## config.mk

```make
export PLATFORM = sky130hd
export DESIGN_NAME = bcd_capture_datapath
export DESIGN_NICKNAME = d
export VERILOG_FILES = /design/src/rtl/bcd_capture_datapath.sv
export SDC_FILE = /design/constraint.sdc
export NUM_CORES = 1
export LEC_CHECK = 0
export ABC_AREA = 1
export CAP_MARGIN = 20
export CORE_MARGIN = 3
export CORE_UTILIZATION = 37
export CTS_BUF_LIST = sky130_fd_sc_hd__clkbuf_2
export CTS_CLUSTER_SIZE = 12
export DETAILED_ROUTE_END_ITERATION = 8
export PLACE_DENSITY = 0.53
export SLEW_MARGIN = 40
export SYNTH_ARGS = -nofsm -noshare
export SYNTH_HDL_FRONTEND = slang
export SYNTH_SLANG_ARGS = --single-unit
export TNS_END_PERCENT = 5
```

## constraint.sdc

```tcl
create_clock -name clk -period 13.3 [get_ports clk]
set_input_delay 2.66 -clock clk [delete_from_list [all_inputs] [get_ports clk]]
set_output_delay 2.66 -clock clk [all_outputs]
set_load 0.005 [all_outputs]
```

## src/rtl/bcd_capture_datapath.sv

```systemverilog
// Samples binary words, converts them to packed BCD and buffers them,
// then drains the buffer over a valid/ready stream on write_file.
module bcd_capture_datapath #(
  parameter int DATA_W = 16,
  parameter int DIGITS = 5,
  parameter int DEPTH  = 25
) (
  input  logic                  clk,
  input  logic                  rst,
  input  logic [DATA_W-1:0]     in_data,
  input  logic                  read_data,
  input  logic                  store_num,
  input  logic                  en_c,
  input  logic                  write_file,
  output logic [31:0]           cnt,
  output logic [4*DIGITS-1:0]   out_data,
  output logic                  out_valid,
  input  logic                  out_ready,
  output logic                  out_last,
  output logic                  busy,
  output logic                  overflow
);

  localparam int CW = $clog2(DEPTH + 1);
  localparam logic [CW-1:0] DEPTH_C = CW'(DEPTH);
  localparam logic [CW-1:0] ONE_C   = CW'(1);

  localparam logic [1:0] S_IDLE  = 2'd0;
  localparam logic [1:0] S_LOAD  = 2'd1;
  localparam logic [1:0] S_VALID = 2'd2;

  logic [DATA_W-1:0]   in_reg;
  logic [4*DIGITS-1:0] conv_reg;
  logic [4*DIGITS-1:0] bcd;
  logic [4*DIGITS-1:0] mem [DEPTH];
  logic [CW-1:0]       wr_count;
  logic [CW-1:0]       rd_ptr;
  logic [1:0]          state;
  logic                do_write;

  // Double-dabble: add 3 to any digit >4, then shift in the next bit.
  always_comb begin
    bcd = '0;
    for (int i = DATA_W - 1; i >= 0; i--) begin
      for (int d = 0; d < DIGITS; d++) begin
        if (bcd[4*d +: 4] > 4'd4)
          bcd[4*d +: 4] = bcd[4*d +: 4] + 4'd3;
      end
      bcd = {bcd[4*DIGITS-2:0], in_reg[i]};
    end
  end

  assign do_write = store_num && (state == S_IDLE)
                 && (wr_count < DEPTH_C);

  always_ff @(posedge clk) begin
    if (do_write)
      mem[wr_count] <= conv_reg;
  end

  always_ff @(posedge clk or posedge rst) begin
    if (rst) begin
      in_reg   <= '0;
      conv_reg <= '0;
      cnt      <= '0;
      wr_count <= '0;
      overflow <= 1'b0;
    end else begin
      if (read_data)
        in_reg <= in_data;
      conv_reg <= bcd;
      if (en_c && (cnt != 32'hFFFF_FFFF))
        cnt <= cnt + 32'd1;
      if (do_write)
        wr_count <= wr_count + ONE_C;
      else if (store_num)
        overflow <= 1'b1;
    end
  end

  always_ff @(posedge clk or posedge rst) begin
    if (rst) begin
      state     <= S_IDLE;
      rd_ptr    <= '0;
      out_data  <= '0;
      out_valid <= 1'b0;
      out_last  <= 1'b0;
      busy      <= 1'b0;
    end else begin
      unique case (state)
        S_IDLE: begin
          if (write_file && (wr_count != '0)) begin
            rd_ptr <= '0;
            busy   <= 1'b1;
            state  <= S_LOAD;
          end
        end
        S_LOAD: begin
          out_data  <= mem[rd_ptr];
          out_last  <= (rd_ptr == wr_count - ONE_C);
          out_valid <= 1'b1;
          state     <= S_VALID;
        end
        S_VALID: begin
          if (out_ready) begin
            out_valid <= 1'b0;
            if (out_last) begin
              out_last <= 1'b0;
              busy     <= 1'b0;
              state    <= S_IDLE;
            end else begin
              rd_ptr <= rd_ptr + ONE_C;
              state  <= S_LOAD;
            end
          end
        end
        default: state <= S_IDLE;
      endcase
    end
  end

endmodule

```

==> metrics.yaml <==
max_slew_margin_pct: 44.4
status: "finished, final reports clean"
place_inst: 3532
clockBufferDepth: 3
seq_area_frac_synth_pct: 64.0
synth_flop_cell: "edfxtp_1"
core_um2: 73300
setup_tns_ns: 0
fmax_mhz: 126
die_area_um2: 77700
synth_area_leaders: "edfxtp_1 (55%), dfrtp_1 (9.5%), o21ai_0 (5.7%), nand2_1 (5.2%), nor2_1 (4.8%)"
cap_violations: 0
detail_route.first_pass.iterations: 5
endpoint_kind: "flip-flop"
cp_max_fo: 6
cts_buffers: 159
top_regs: "mem: 500 flops, cnt: 32 flops"
worst_path_max_delay_cell: "dfrtp_1"
dr.max_layer_used: "met4"
drive_above_1_share_pct: 17.8
path_class: "reg -> reg"
seqCellArea_um2: 17600
finalCritPeriodShare_pct: 59.5
fin_nets: 2802
syn2layout_area_growth_pct: 12.6
critPathLaunchType: "flip-flop"
synth_seq_cells: 604
io_buffers: 78
fin_skew_ns: 0.109
hold_path.class: "reg -> reg"
drt-met1-wl_mm: 31.3
synth.cell_area_um2: 27500
syn-num-nets: 2635
antenna_found_initial: 2
place.gp.congestion: 0.810
gr-usage-all-layers_pct: 18.8
cts.sinks: 604
antenna_left: 0
fp.dieH_um: 279
final_hold_viol_count: 0
cts_resized: 0
max_stage_delay_ns: 0.41
ioPinCount: 79
routed_wl_mm: 72.1
drc_errors: 0
period_needed_ns: 7.91
vias: 19600
crit_top_cell: "nand2_1"
final_cells: 3812
dp_hpwl_mm: 41.7
setup_violations: 0
synthCells: 2567
fillCellCount: 7066
yosysWarnings: 0
die_w_um: 279
worstPathRequired_ns: 14.44
grt.overflow.total: 0
multi_input_area_um2: 8940
wl_met2_mm: 35.5
insertion_delay_ns: 1.30
clk_pin_slew_ns: 0.09
synth.distinct_cells: 47
async_flop_share_pct: 17.2
synth-edff-count: 500
largest_register: "mem"
wl_per_cell_um: 18.9
grt_pass1_vias: 20400
synth_top_area_share_pct: 54.6
holdBufCountCts: 0
grt_max_degree: 104
root_buffer: "clkbuf_2"
start_util_pct: 37.5
yosysTopAreaCell: "edfxtp_1"
post-route-util_pct: 42.3
largest_reg_flops: 500
route.met3.wl_mm: 3.81
vias_per_cell: 5.15
drv_slew: 0
rsz0062_at_grt: "false"
first_iter_violations: 1372
synth_area_per_cell_um2: 10.7
htreeDepth: 4
grt_pass1_wl_mm: 113
cts_tree: "built"
tightest_slew_ns: 0.834
arrival_ns: 9.04
num_rows: 99
post-cts-setup-buffers: 0
==> final timing paths <==
path                             from     endpoint  slack [ns]  cells after the start
min reg2reg                 in_reg[0]  conv_reg[0]        0.39                      0
min in group asynchronous         rst      cnt[10]        1.82                      2
min                         in_reg[0]  conv_reg[0]        0.39                      0
max reg2reg                in_reg[13]  conv_reg[4]        5.39                     64
max in group asynchronous         rst  conv_reg[3]       10.18                      3
max                        in_reg[13]  conv_reg[4]        5.39                     64
==> routing by layer <==
metal	GRT usage (%)	vias to the layer above
met3	4.20	112
met5	0	-
met1	23.5	9622
li1	-	9451
met2	32.0	459
met4	6.67	0
==> cell usage after synthesis (8+ instances only) <==
cell type and number:
nand2_2 86, clkbuf_1 104, inv_1 144, a21oi_1 31
edfxtp_1 500, a31oi_1 15, nand2_4 16, ha_1 45
nand3_1 162, nor3_1 11, nand4_1 20, inv_2 24
o21ai_0 316, xor2_1 25, o21ai_1 9, nand2_1 380
xnor2_1 19, dfrtp_1 104, o22ai_1 73, nand3_2 14
o221ai_1 45, buf_1 8, nand3b_1 10, o211ai_1 14
nor2_1 349
==> logic make-up (layout without fill, tap and decap cells) <==
group,Yosys count,count (layout),synth area share (%)
mux,2,2,0.0773
simple gates,1060,1060,17.2
other cells,0,2,0
flops,604,604,64.0
xor+xnor,48,48,1.68
compound gates,525,525,11.1
buf+inv,283,567,3.86
fa+ha+maj,45,45,2.05
==> critical path: cells and delay by family, from the launching register on <==
kind	cells	cell delay, ns
xor gates and xnor gates	2	0.34
buffers and inverters	13	1.14
DFF	1	0.41
AOI/OAI and AO/OA	5	0.84
adders and majority gates	8	1.66
and+or+nand+nor	36	3.41
==> placed cells by master, fill, tap and decap left out, types with 16 or more instances in the layout <==
master	instances
buf_4	31
nand4_1	20
nand2_1	380
xor2_1	25
edfxtp_1	500
o221ai_1	45
ha_1	45
o22ai_1	73
inv_2	27
xnor2_1	19
inv_1	141
clkinv_1	23
nor2_1	326
clkbuf_2	239
nand3_1	162
o21ai_0	316
clkdlybuf4s50_1	77
dfrtp_1	90
nand2_2	86
nor2_2	23
a21oi_1	31
nand2_4	16
==> area by class of cell <==
class,instances,area share (%)
well taps,959,3.87
clock inverters,39,0.662
diodes,2,0.0162
flip-flops and latches,604,56.9
multi-input cells,1680,28.9
clock buffers,239,3.86
inverters,171,2.10
repair buffers,118,3.70
==> metrics by stage <==
stage / hold WS, ns / area [µm²] / worst slack (ns)
after floorplan: 0.350 / 27500 / 6.43
after global routing: 0.406 / 31000 / 4.35
after CTS: 0.409 / 31000 / 5.43
after global placement: 0.406 / 29500 / 5.87
after detailed placement: 0.409 / 29600 / 5.49
final: 0.394 / 31000 / 5.39
Power is left out: the tool's default activity adds up to more than one toggle a clock period on the data nets, which glitch-free logic cannot reach.
